## src/rtl/serial_word_deser_if.sv

```systemverilog
// Bus bundle for the serial word deserializer: serial input side,
// valid/ready word output side, and the sticky status flags.
interface serial_word_deser_if #(
  parameter int WIDTH = 8,
  parameter int DEPTH = 4
);
  logic                     sync_in;
  logic                     bit_in;
  logic                     bit_valid;
  logic [WIDTH-1:0]         out_data;
  logic                     out_valid;
  logic                     out_ready;
  logic [$clog2(DEPTH):0]   fifo_count;
  logic                     overflow;
  logic                     misalign;
  logic                     clear_flags;

  // Deserializer side.
  modport slave (
    input  sync_in, bit_in, bit_valid, out_ready, clear_flags,
    output out_data, out_valid, fifo_count, overflow, misalign
  );

  // Producer/consumer side.
  modport master (
    output sync_in, bit_in, bit_valid, out_ready, clear_flags,
    input  out_data, out_valid, fifo_count, overflow, misalign
  );
endinterface

```

## src/rtl/serial_word_deser.sv

```systemverilog
// Serial word deserializer: samples an MSB-first bit stream framed by a
// sync strobe, reassembles WIDTH-bit words and queues them in a small
// FIFO with a valid/ready output. Overflow and misalign are sticky.
module serial_word_deser #(
  parameter int WIDTH = 8,
  parameter int DEPTH = 4
) (
  input  logic                clk,
  input  logic                rst,
  serial_word_deser_if.slave  s_bus
);
  localparam int CW = (WIDTH > 2) ? $clog2(WIDTH) : 1;
  localparam int AW = $clog2(DEPTH);

  typedef enum logic {IDLE, RECV} state_t;

  state_t           r_state, w_state_nxt;
  logic [CW-1:0]    r_cnt, w_cnt_nxt;
  logic [WIDTH-1:0] r_shreg, w_shreg_nxt;
  logic [WIDTH-1:0] w_word;
  logic             w_push, w_misalign_evt;

  logic [WIDTH-1:0] r_mem [DEPTH];
  logic [AW-1:0]    r_wptr, r_rptr;
  logic [AW:0]      r_count;
  logic             r_overflow, r_misalign;
  logic             w_pop, w_push_ok, w_drop;

  // Receiver state register.
  always_ff @(posedge clk) begin
    if (rst) begin
      r_state <= IDLE;
      r_cnt   <= '0;
      r_shreg <= '0;
    end else begin
      r_state <= w_state_nxt;
      r_cnt   <= w_cnt_nxt;
      r_shreg <= w_shreg_nxt;
    end
  end

  // Receiver next-state: sync always restarts a word; a sync in RECV means
  // the partial word is abandoned and flagged.
  always_comb begin
    w_state_nxt    = r_state;
    w_cnt_nxt      = r_cnt;
    w_shreg_nxt    = r_shreg;
    w_push         = 1'b0;
    w_misalign_evt = 1'b0;
    w_word         = {r_shreg[WIDTH-2:0], s_bus.bit_in};
    if (s_bus.bit_valid) begin
      if (s_bus.sync_in) begin
        w_misalign_evt = (r_state == RECV);
        w_shreg_nxt    = {{(WIDTH-1){1'b0}}, s_bus.bit_in};
        w_cnt_nxt      = CW'(1);
        w_state_nxt    = RECV;
      end else if (r_state == RECV) begin
        w_shreg_nxt = w_word;
        if (r_cnt == CW'(WIDTH-1)) begin
          w_push      = 1'b1;
          w_cnt_nxt   = '0;
          w_state_nxt = IDLE;
        end else begin
          w_cnt_nxt = r_cnt + 1'b1;
        end
      end
    end
  end

  // A pop at the same edge frees a slot, so a full FIFO can still accept.
  assign w_pop     = (r_count != '0) && s_bus.out_ready;
  assign w_push_ok = w_push && ((r_count < (AW+1)'(DEPTH)) || w_pop);
  assign w_drop    = w_push && !w_push_ok;

  // FIFO storage; contents are don't-care while the slot is unoccupied.
  always_ff @(posedge clk) begin
    if (w_push_ok) r_mem[r_wptr] <= w_word;
  end

  // FIFO pointers and occupancy.
  always_ff @(posedge clk) begin
    if (rst) begin
      r_wptr  <= '0;
      r_rptr  <= '0;
      r_count <= '0;
    end else begin
      if (w_push_ok) r_wptr <= r_wptr + 1'b1;
      if (w_pop)     r_rptr <= r_rptr + 1'b1;
      case ({w_push_ok, w_pop})
        2'b10:   r_count <= r_count + 1'b1;
        2'b01:   r_count <= r_count - 1'b1;
        default: r_count <= r_count;
      endcase
    end
  end

  // Sticky flags; a new event wins over a simultaneous clear.
  always_ff @(posedge clk) begin
    if (rst) begin
      r_overflow <= 1'b0;
      r_misalign <= 1'b0;
    end else begin
      if (w_drop)                 r_overflow <= 1'b1;
      else if (s_bus.clear_flags) r_overflow <= 1'b0;
      if (w_misalign_evt)         r_misalign <= 1'b1;
      else if (s_bus.clear_flags) r_misalign <= 1'b0;
    end
  end

  assign s_bus.out_valid  = (r_count != '0);
  assign s_bus.out_data   = (r_count != '0) ? r_mem[r_rptr] : '0;
  assign s_bus.fifo_count = r_count;
  assign s_bus.overflow   = r_overflow;
  assign s_bus.misalign   = r_misalign;
endmodule

```

## src/flat_wrapper.sv

```systemverilog
// flat-port wrapper written by rule: the top's interface ports become plain ports
module serial_word_deser_flat 
#(
  parameter int WIDTH = 8,
  parameter int DEPTH = 4
)
  (clk, rst, s_bus_sync_in, s_bus_bit_in, s_bus_bit_valid, s_bus_out_ready, s_bus_clear_flags, s_bus_out_data, s_bus_out_valid, s_bus_fifo_count, s_bus_overflow, s_bus_misalign);
  serial_word_deser_if #(.WIDTH(WIDTH), .DEPTH(DEPTH)) s_bus_i ();
  input  logic clk;
  input  logic rst;
  input wire logic [$bits(s_bus_i.sync_in)-1:0] s_bus_sync_in;
  input wire logic [$bits(s_bus_i.bit_in)-1:0] s_bus_bit_in;
  input wire logic [$bits(s_bus_i.bit_valid)-1:0] s_bus_bit_valid;
  input wire logic [$bits(s_bus_i.out_ready)-1:0] s_bus_out_ready;
  input wire logic [$bits(s_bus_i.clear_flags)-1:0] s_bus_clear_flags;
  output wire logic [$bits(s_bus_i.out_data)-1:0] s_bus_out_data;
  output wire logic [$bits(s_bus_i.out_valid)-1:0] s_bus_out_valid;
  output wire logic [$bits(s_bus_i.fifo_count)-1:0] s_bus_fifo_count;
  output wire logic [$bits(s_bus_i.overflow)-1:0] s_bus_overflow;
  output wire logic [$bits(s_bus_i.misalign)-1:0] s_bus_misalign;
  assign s_bus_i.sync_in = s_bus_sync_in;
  assign s_bus_i.bit_in = s_bus_bit_in;
  assign s_bus_i.bit_valid = s_bus_bit_valid;
  assign s_bus_i.out_ready = s_bus_out_ready;
  assign s_bus_i.clear_flags = s_bus_clear_flags;
  assign s_bus_out_data = s_bus_i.out_data;
  assign s_bus_out_valid = s_bus_i.out_valid;
  assign s_bus_fifo_count = s_bus_i.fifo_count;
  assign s_bus_overflow = s_bus_i.overflow;
  assign s_bus_misalign = s_bus_i.misalign;
  serial_word_deser #(.WIDTH(WIDTH), .DEPTH(DEPTH)) u_core (.clk(clk), .rst(rst), .s_bus(s_bus_i));
endmodule
```

## config.mk

```make
export PLATFORM = sky130hd
export DESIGN_NAME = serial_word_deser_flat
export DESIGN_NICKNAME = d
export VERILOG_FILES = /design/src/rtl/serial_word_deser_if.sv /design/src/rtl/serial_word_deser.sv /design/src/flat_wrapper.sv
export SDC_FILE = /design/constraint.sdc
export NUM_CORES = 1
export LEC_CHECK = 0
export BUFFER_PORTS_ARGS = -buffer_cell sky130_fd_sc_hd__buf_2
export CAP_MARGIN = 40
export CELL_PAD_IN_SITES_DETAIL_PLACEMENT = 0
export CELL_PAD_IN_SITES_GLOBAL_PLACEMENT = 1
export CORE_MARGIN = 2
export CORE_UTILIZATION = 51
export CTS_CLUSTER_DIAMETER = 50
export DETAILED_ROUTE_END_ITERATION = 8
export PLACE_DENSITY = 0.93
export SYNTH_ARGS = -nofsm -noshare
export SYNTH_HDL_FRONTEND = slang
export SYNTH_SLANG_ARGS = --single-unit
```

## constraint.sdc

```tcl
create_clock -name clk -period 4 [get_ports clk]
set_input_delay 0.4 -clock clk [delete_from_list [all_inputs] [get_ports clk]]
set_output_delay 0.4 -clock clk [all_outputs]
set_load 0.005 [all_outputs]
```

-- Yosys cells after proc, flatten, opt, wreduce, memory -nomap -nowiden
Memory sizes are Yosys's and may differ from the RTL's. A register that Yosys moved wholly into a read port is not among the register bits.
Index checks and enable logic that the tools add are counted.
- register bits after elaboration: 20
- input port bits: 7
- memories kept: 1
- logic and storage cells: 52
- RAM bits: 32
- bits in latches: 0
- ROM bits: 0
- output and inout bits: 14
- memories (name ; depth ; bits a word ; rd ports ; clocked after Yosys merged registers in ; write ports ; line ; source):
    u_core.r_mem ; 4 ; 8 ; 1 ; 1 ; 1 ; serial_word_deser.sv:23 ; logic [WIDTH-1:0] r_mem [DEPTH];
- magnitude comparators: 1
- shifts and indexed selects: 0
- div/mod/pow operators: 0
- reduce and logical (&&, ||, !) cells: 11
- $mul: 0
- add/subtract/negate cells: 5
- mux-type cells: 23
- bitwise operators: 0
- equality and inequality tests: 3
- operators by type and width (kind ; number):
    1-bit two-way mux ; 14
    7-bit two-way mux ; 2
    3-bit two-way mux ; 3
    8-bit two-way mux ; 1
    2-bit nonzero test ; 4
    3-bit by 1-bit adder with 3-bit output, second input constant ; 2
    3-bit case mux with 2 select lines ; 1
    2-bit by 1-bit adder with 2-bit output, second input constant ; 2
    2-bit two-way mux ; 2
    3-bit equality test, second input constant ; 1
    1-bit logical AND ; 3
    3-bit < comparator, second input constant ; 1
    3-bit nonzero test ; 1
    3-bit by 1-bit subtractor with 3-bit output, second input constant ; 1
    2-bit by 1-bit equality test with 1-bit output, second input constant ; 1
    2-bit equality test, second input constant ; 1
    2-bit AND reduction ; 1
    1-bit logical NOT ; 1
    1-bit logical OR ; 1

-- Logic depth before layout (Yosys ltp)
Gate-level depths: netlist of the first run.
- word-level depth: 9
- gate-level depth with buffers: 11
- depth with buffers taken out: 10

-- Worst setup path before layout of the first run
Ideal clock, no wire load.
- path kind: in2reg
- start: in s_bus_sync_in
- end: reg u_core.r_count[2] (netlist: u_core.s_bus.fifo_count[2])
- path buffers: 2
- required time: 3929 ps
- cell stages on the path: 11
- data arrival time: 2162 ps
- library setup time: 71 ps
- slack: 1767 ps
- cells stage by stage: and3b_1 buf_6 and3_1 buf_6 inv_1 ha_1 inv_1 fa_1 xor2_1 or3_1 a21oi_1
- longest elaborated chain between the ends: 5
- elaborated cells on any way between the ends: 7
- those cells by class: eq/ne: 2; mux: 3; reduce/logical: 2
- ends and longest elaborated chain (item ; line ; source):
    start, declared ; flat_wrapper.sv:11 ; input wire logic [$bits(s_bus_i.sync_in)-1:0] s_bus_sync_in;
    1-bit two-way mux * ; serial_word_deser.sv:52 ; if (s_bus.sync_in) begin
    1-bit two-way mux * ; serial_word_deser.sv:51 ; if (s_bus.bit_valid) begin
    1-bit logical AND * ; serial_word_deser.sv:72 ; assign w_push_ok = w_push && ((r_count < (AW+1)'(DEPTH)) || w_pop);
    2-bit by 1-bit equality test with 1-bit output / 2-bit equality test (equally long branches) ; serial_word_deser.sv:89 ; case ({w_push_ok, w_pop})
    3-bit case mux with 2 select lines / 2-bit nonzero test (equally long branches) ; -- ;
    end signal, assigned ; serial_word_deser.sv:90 ; 2'b10: r_count <= r_count + 1'b1;
    end signal, assigned ; serial_word_deser.sv:91 ; 2'b01: r_count <= r_count - 1'b1;
    end signal, assigned ; serial_word_deser.sv:92 ; default: r_count <= r_count;
    end, declared ; serial_word_deser.sv:25 ; logic [AW:0] r_count;
Every way passes the cells marked *; elsewhere a longest branch is shown, timed or not.
A chain may end at the register's enable or synchronous reset.

-- Worst setup path in the final report of the first run
- start: reg u_core.r_cnt[0]
- end: reg u_core.r_count[2] (netlist: u_core.s_bus.fifo_count[2])
- longest elaborated chain between the ends: 8
- elaborated cells on any way between the ends: 10
- those cells by class: eq/ne: 3; mux: 5; reduce/logical: 2
- ends and longest elaborated chain (item ; line ; source):
    start, declared ; serial_word_deser.sv:18 ; logic [CW-1:0] r_cnt, w_cnt_nxt;
    start signal, assigned ; serial_word_deser.sv:37 ; r_cnt <= w_cnt_nxt;
    3-bit equality test * ; serial_word_deser.sv:59 ; if (r_cnt == CW'(WIDTH-1)) begin
    1-bit two-way mux * ; serial_word_deser.sv:59 ;
    1-bit two-way mux * ; serial_word_deser.sv:57 ; end else if (r_state == RECV) begin
    1-bit two-way mux * ; serial_word_deser.sv:52 ;
    1-bit two-way mux * ; serial_word_deser.sv:51 ;
    1-bit logical AND * ; serial_word_deser.sv:72 ;
    2-bit by 1-bit equality test with 1-bit output / 2-bit equality test (equally long branches) ; serial_word_deser.sv:89 ;
    3-bit case mux with 2 select lines / 2-bit nonzero test (equally long branches) ; -- ;
Marked as above.

==> results of run 1 <==
layout make-up:
type	count	area, µm²	area share, %
sequential	54	1400	58.1
multi-input combinational	86	714	29.6
timing repair buffer	21	108	4.46
clock buffer	7	86.3	3.58
tap	50	62.6	2.59
inverter	9	33.8	1.40
clock inverter	1	5.00	0.208
sequential cells by signal (all words and copies together), names as in the netlist, named ones only:
register	flops
u_core.r_cnt	3
u_core.r_mem	32
u_core.r_rptr	2
u_core.r_shreg	7
u_core.r_state	1
u_core.r_wptr	2
u_core.s_bus.fifo_count	3
u_core.s_bus.misalign	1
u_core.s_bus.overflow	1
worst paths after layout:
| path | from | end | depth (start not counted) |
|---|---|---|---|
| worst max register to register | u_core.r_cnt[0] | u_core.s_bus.fifo_count[2] | 10 |
| worst min register to register | u_core.s_bus.overflow | u_core.s_bus.overflow | 2 |
| worst max-delay path | u_core.r_cnt[0] | u_core.s_bus.fifo_count[2] | 10 |
| worst min-delay path | s_bus_sync_in | u_core.r_shreg[5] | 2 |
synthesized netlist by cell type (3+ instances only):
master / instances / area (µm²)
sky130_fd_sc_hd__ha_1: 7 / 87.6
sky130_fd_sc_hd__nand2b_1: 3 / 18.8
sky130_fd_sc_hd__inv_1: 9 / 33.8
sky130_fd_sc_hd__mux4_2: 8 / 180
sky130_fd_sc_hd__dfxtp_1: 22 / 440
sky130_fd_sc_hd__clkbuf_1: 4 / 15.0
sky130_fd_sc_hd__a22oi_1: 8 / 60.1
sky130_fd_sc_hd__xor2_1: 3 / 26.3
sky130_fd_sc_hd__and2_1: 4 / 25.0
sky130_fd_sc_hd__nor2_1: 18 / 67.6
sky130_fd_sc_hd__a21oi_1: 4 / 20.0
sky130_fd_sc_hd__nand2_1: 3 / 11.3
sky130_fd_sc_hd__edfxtp_1: 32 / 961
sky130_fd_sc_hd__nor2b_1: 9 / 56.3
critical path: stages, from the launching register on:
cell	delay (ns)
sky130_fd_sc_hd__dfxtp_1	0.32
sky130_fd_sc_hd__ha_1	0.20
sky130_fd_sc_hd__ha_1	0.22
sky130_fd_sc_hd__and3_1	0.23
sky130_fd_sc_hd__inv_1	0.08
sky130_fd_sc_hd__ha_1	0.18
sky130_fd_sc_hd__inv_1	0.06
sky130_fd_sc_hd__fa_1	0.37
sky130_fd_sc_hd__xor2_1	0.15
sky130_fd_sc_hd__or3_1	0.30
sky130_fd_sc_hd__a21oi_1	0.16
cells by family after synthesis:
family	Yosys count
flops	54
compound gates	19
mux	12
buf+inv	16
xor+xnor	3
simple gates	44
fa+ha+maj	8
per-stage QoR:
step	hold WS, ns	power [mW]
6_report	0.347	0.906
5_1_grt	0.340	0.940
4_1_cts	0.337	0.911
3_5_place_dp	0.457	0.619
3_3_place_gp	0.440	0.617
2_1_floorplan	0.448	0.611
where the power goes:
group	switching (mW)	internal [mW]	total [mW]
clock network	0.160	0.140	0.300
logic	0.0112	0.00677	0.0180
registers	0.00259	0.585	0.588
total	0.174	0.732	0.906
per-layer routing:
layer,GRT usage [%],up-vias
li1,-,602
met1,20.4,612
met2,26.5,22
met3,4.36,5
met4,5.23,0
met5,0,-
==> results.md, run 1 <==
- The detailed router put a total of roughly 1.6 mm of wire on met1.
- For the worst-skew pair, the clock arrives at the later sink with an insertion delay of around 0.3 ns.
- The number of max-capacitance violations reported is 0.
- The via count of the first global-routing pass came to 1,205.
- Summed over all nets, the half-perimeter wirelength after detailed placement is 2.45 mm.
- For this run, the detailed router's first-pass iteration total came to 4.
- The count of different cell masters after synthesis is 31.
- The fraction of registers with async set/reset is 0%.
- The number of nets produced by synthesis is 171.
- The number of storage elements in the synthesis netlist is 54.
- The total count of hold-check failures in the final report is 0.
- Entering global routing, the biggest net connects 25 pins.
- In the layout the commonest cells are 32 x sky130_fd_sc_hd__edfxtp_1, 22 x sky130_fd_sc_hd__dfxtp_1, 20 x sky130_fd_sc_hd__buf_2.
- After clock tree synthesis, the clock-pin slew on the worst setup and hold paths is ~0.090 ns.
- Among all flip-flop cells after synthesis, the most frequent one is sky130_fd_sc_hd__edfxtp_1.
- The run finished with clean final reports.
- The overall fraction of global-route tracks in use is between 10% and 20%.
- The synthesized netlist devotes 5.71% of its cell area to compound gates.
- The fraction of layout instances using a drive strength above 1 is between 20% and 30%.
- The top-level I/O count is 21.
- The highest clock rate is around 430 MHz.
- The library cell used as clock root buffer is sky130_fd_sc_hd__clkbuf_8.
- Once detail routing completed, the nets flagged for antenna violations numbered 0.
- The finished cells cover 2410 µm².
- The internal reg-to-reg setup slack is about 1.7 ns.
- The multiplexer share of the synthesized area is between 10 and 15%.
- The die area is about 4800 µm².
- The xor and xnor fraction of the mapped netlist area is ~1.2%.
- Once placement finished, the instance area stood at between 2000 and 2500 µm².
- The quantity of hold-fixing buffers added after cts is 0.
- The Yosys warning count is 0.
- The number of H-tree branching levels is 2.
- The power per cell area is approximately 380 nW/µm².
- The combined area of all synthesized cells is ~2200 µm².
- After synthesis, the largest family of logic cells by area is simple AND/OR/NAND/NOR gates.
- Measured against its own limit, the worst slew margin works out to between 50% and 60%.
- Before CTS, the worst setup slack after placement is 1.50 ns.
- The post-detailed-routing wire length is 3.53 mm.
- The fill cell instance count of the final layout is around 320.
- The final global-route overflow total is 0.
- The library cell used most frequently in the layout, excluding fill and tap cells, is sky130_fd_sc_hd__edfxtp_1.
- The max-slew violation count is 0.
- The CTS buffer count is 5.
- The setup path with the least slack is of type reg -> reg.
- The worst setup path is launched from a flip-flop.
- The remaining routing DRC violations is 0.
- The aggregate negative setup slack is 0 ns.
- The slew at the pin closest to its max-slew limit is between 0.6 and 0.7 ns.
- The placeable core region is 4060 µm².
- The number of antenna violations at the first check in global routing was 0.
- The smallest clock period supported by the final layout is computed as about 2.3 ns.
- At the worst endpoint, the required time is between 4 and 5 ns.
- The placed instance count is 220.
- The die boundary height is approximately 70 µm.
- The die span in x is approximately 70 µm.
- The simple-gate share of the synthesized area is 10.4%.
- In the final routed layout, each cell accounts on average for 15.5 µm.
- Summed over all cells, the static leakage comes to 0.881 nW.
- The worst setup path is captured at a flip-flop.
- In the post-route analysis, the smallest setup slack over all paths is approximately 1.7 ns.
- The highest layer touched by signal routing is met4.
- The utilization after layout is ~59%.
- The met3 layer wire length in the routed design is roughly 110 µm.
- After synthesis, the mean cell area works out to 14.1 µm².
- The number of nets in the finished design is 192.
- The count of placed standard cells in the final layout, fillers left out is 228.
- The number of antenna diodes in the final layout is 0.
- In this run the worst path has a maximum fanout of 7.
- The number of buffers on the longest clock path is 2.
- The TritonCTS clock tree is yes.
- Dividing the detail-routed via count by the number of cells gives between 5 and 6.
- The routed design uses about 1.8 mm of met2 wire.
- The first-pass GRT wire length is between 5 and 6 mm.
- At the end of routability-driven placement, the weighted congestion stood at about 0.72.
- From synthesis to final layout, the design area changed by 9.99%.
- The number of DRC markers after the initial detailed-route iteration is between 100 and 150.
- The gate count after technology mapping is ~160.
- The detailed router placed 1,241 vias in this run.
- The TritonCTS sink count is 54.
- The synthesized netlist devotes roughly 4.9% of its cell area to adder and majority cells.
- The maximum resistive drop on vdd is between 0.1 and 0.15 mV.
- The number of I/O port buffers is 20.
- After layout, the worst path uses approximately 60% of the clock period.
- Setup repair after global routing left no endpoint under its margin.
- The arrival time at the worst endpoint is 2.57 ns.
- The number of setup violations in the final report is 0.
- For this configuration, the core starts out at a cell density of between 50% and 60%.
- The clock skew after layout is roughly 0.0064 ns.
- In this run the worst hold path is classified as in -> reg.
- In this run the core area contains 23 standard-cell rows.
- The buffers inserted during post-CTS setup optimization is 0.
- The share of the Yosys chip area taken by registers is a little under two thirds.
- The synthesized design contains 32 enable-type register cells.
- The number of gates resized after cts is 0.
Note: power is estimated with default switching activity, not from simulation.
==> run 2, diff against run 1 <==
CORE_UTILIZATION = 48   (was 51)
PLACE_DENSITY = 0.89   (was 0.93)
clock period = 2.35 ns   (was 4 ns; I/O delays follow)
==> run 2 against run 1 <==
  * Clock skew is 0.0021 ns lower
  * Critical endpoint unchanged
  * Non-clock buffer count is 2 higher
  * Highest routed layer unchanged
  * Cell count is 1.8% higher
==> results.md, run 2 (same netlist as run 1, synthesis figures left out) <==
- The internal reg-to-reg setup slack is 0.13 ns (was 1.66 ns).
- The half-perimeter wire length of the detailed placement result is 2.46 mm (was 2.45 mm).
- The remaining routing DRC violations is 0 (unchanged).
- Largest registers: u_core.r_mem (32), u_core.r_shreg (7) (unchanged).
- The total count of hold-check failures in the final report is 0 (unchanged).
- The aggregate negative setup slack came to 0 ns (unchanged).
- The fraction of layout instances using a drive strength above 1 is 23.9% (was 21.9%).
- The average vias per placed instance is 5.35 (was 5.44).
- The area taken by multi-input logic gates came to 721 µm² (was 714 µm²).
- The overall fraction of global-route tracks in use is 15.7% (was 16.0%).
- Most frequent cells in the layout: 32 x sky130_fd_sc_hd__edfxtp_1, 22 x sky130_fd_sc_hd__dfxtp_1, 20 x sky130_fd_sc_hd__buf_2 (unchanged).
- The library cell used as clock root buffer was sky130_fd_sc_hd__clkbuf_8 (unchanged).
- The remaining antenna violation count after routing was 0 (unchanged).
- The number of buffers on the longest clock path is 2 (unchanged).
- The TritonCTS sink count is 54 (unchanged).
- The arrival time at the worst endpoint is 2.46 ns (was 2.57 ns).
- The power per cell area came to 666 nW/µm² (was 376 nW/µm²).
- The max-slew violation count came to 0 (unchanged).
- The CTS buffer count is 5 (unchanged).
- The required arrival time at the worst endpoint is 2.59 ns (was 4.23 ns).
- The die area came to 5120 µm² (was 4840 µm²).
- The buffers inserted during post-CTS setup optimization is 0 (unchanged).
- The count of vias placed by the detailed router is 1,241 (unchanged).
- The starting density of the core came to 50.0% (was 54.0%).
- The weighted congestion at the end of routability-driven global placement is 0.700 (was 0.722).
- The die span in x came to 71.6 µm (was 69.6 µm).
- The clock-pin slew on the worst setup and hold paths is 0.09 ns (about the same).
- The number of I/O port buffers is 20 (unchanged).
- The relative slew slack is 50.7% (was 53.2%).
- The leakage power total is 0.912 nW (was 0.881 nW).
- The largest register by flop count is u_core.r_mem (unchanged).
- Status: finished, final reports clean (unchanged).
- The pre-CTS setup slack is 0.117 ns (was 1.50 ns).
- The commonest non-fill, non-tap cell in the layout is sky130_fd_sc_hd__edfxtp_1 (unchanged).
- The synthesis-to-finish area growth was 11.9% (was 9.99%).
- The sort of element at the end of the critical path is a flip-flop (unchanged).
- The via count of the first global-routing pass is 1,265 (was 1,205).
- The number of H-tree branching levels was 2 (unchanged).
- The share of the clock period used by the worst path is 94.3% (was 58.5%).
- The area taken by flip-flops and latches is 1400 µm² (unchanged).
- The number of max-capacitance violations reported is 0 (unchanged).
- The standard-cell row count is 24 (was 23).
- The final critical-path setup slack was 0.134 ns (was 1.66 ns).
- The flip-flop count of the largest register after layout is 32 (unchanged).
- The number of DRC markers after the initial detailed-route iteration came to 103 (was 104).
- The highest clock rate was 451 MHz (was 427 MHz).
- The kind of critical path was reg -> reg (unchanged).
- The number of gates resized after cts is 0 (unchanged).
- The maximum resistive drop on vdd is 0.410 mV (was 0.149 mV).
- Setup repair after global routing missed its margin: no (unchanged).
- The element type at the critical path start is a flip-flop (unchanged).
- The minimum clock period is 2.22 ns (was 2.34 ns).
- The post-detailed-routing wire length is 3.55 mm (was 3.53 mm).
- The maximum number of pins on one net before global-route repair is 25 (unchanged).
- The number of antenna violations at the first check in global routing is 0 (unchanged).
- The clock skew after layout came to 0.00421 ns (was 0.00635 ns).
- The final total power is 1.63 mW (was 0.906 mW).
- The slew at the pin closest to its max-slew limit is 0.735 ns (was 0.697 ns).
- The count of inserted antenna diode cells came to 0 (unchanged).
- The quantity of hold-fixing buffers added after cts is 0 (unchanged).
- The class of the most critical hold timing path is in -> reg (unchanged).
- The fill cell instance count of the final layout is 364 (was 319).
- The first-pass GRT wire length is 5.98 mm (was 5.93 mm).
- The placeable core region is 4380 µm² (was 4060 µm²).
- The largest fanout on the critical path is 3 (was 7).
- The TritonCTS clock tree was yes (unchanged).
- The die boundary height is 71.6 µm (was 69.6 µm).
- The top-level I/O count is 21 (unchanged).
- The number of setup violations in the final report came to 0 (unchanged).
- The clock insertion delay at the later pin of the skew report is 0.30 ns (about the same).
- The count of TritonRoute iterations in the first routing pass was 4 (unchanged).
- The final global-route overflow total came to 0 (unchanged).
- The number of nets in the finished design is 194 (was 192).
- The routed length per instance came to 15.3 µm (was 15.5 µm).
## run 2: changes by cell type in the layout (fill, tap and decap cells not counted), sizes merged
| cell | before | now |
|---|---|---|
| buf | 21 | 23 |
| bufinv | 0 | 1 |
| clkbuf | 7 | 6 |
| clkinv | 1 | 0 |
| clkinvlp | 0 | 1 |
## run 2: through the flow
stage / cell area [µm²] / hold WS [ns] / util [%] / instances
after floorplan: 2190 / 0.334 / - / 156
after CTS: 2450 / 0.165 / 55.8 / 232
after global placement: 2340 / 0.444 / 53.3 / 224
after global routing: 2450 / 0.186 / 56.0 / 232
after detailed placement: 2340 / 0.462 / 53.3 / 224
final: 2450 / 0.173 / 56.0 / 232
## run 2: cell type report
class | instances | share of cell area, %
multi-input combinational | 86 | 29.4
clock inverter | 2 | 1.53
clock buffer | 6 | 2.96
tap | 52 | 2.65
timing repair buffer | 23 | 5.00
inverter | 9 | 1.38
sequential | 54 | 57.1
## run 2: routing by layer
metal / up-vias / GRT usage (%) / wire [µm]
li1: 605 / - / -
met1: 606 / 19.1 / 1590
met2: 22 / 26.6 / 1760
met3: 8 / 3.66 / 127
met4: 0 / 7.34 / 68
met5: - / 0 / 0
## run 2: final timing paths
check / from / end / depth (start not counted)
max reg2reg: u_core.r_cnt[0] / u_core.s_bus.fifo_count[2] / 10
min reg2reg: u_core.s_bus.overflow / u_core.s_bus.overflow / 2
min: s_bus_sync_in / u_core.r_shreg[5] / 2
max: u_core.r_cnt[0] / u_core.s_bus.fifo_count[2] / 10
## run 2: report_power, final
| group | internal [mW] | total (mW) | switching, mW |
|---|---|---|---|
| combinational | 0.0121 | 0.0319 | 0.0198 |
| clock | 0.318 | 0.601 | 0.283 |
| sequential | 0.996 | 1.00 | 0.00438 |
| total | 1.33 | 1.63 | 0.307 |
## run 2: critical path, cell delays in order (launching register included)
cell and delay (ns):
sky130_fd_sc_hd__dfxtp_1 0.33, sky130_fd_sc_hd__ha_1 0.19, sky130_fd_sc_hd__ha_1 0.22, sky130_fd_sc_hd__and3_1 0.16, sky130_fd_sc_hd__inv_1 0.06, sky130_fd_sc_hd__ha_2 0.18
sky130_fd_sc_hd__inv_1 0.06, sky130_fd_sc_hd__fa_1 0.37, sky130_fd_sc_hd__xor2_1 0.15, sky130_fd_sc_hd__or3_1 0.32, sky130_fd_sc_hd__a21oi_2 0.12
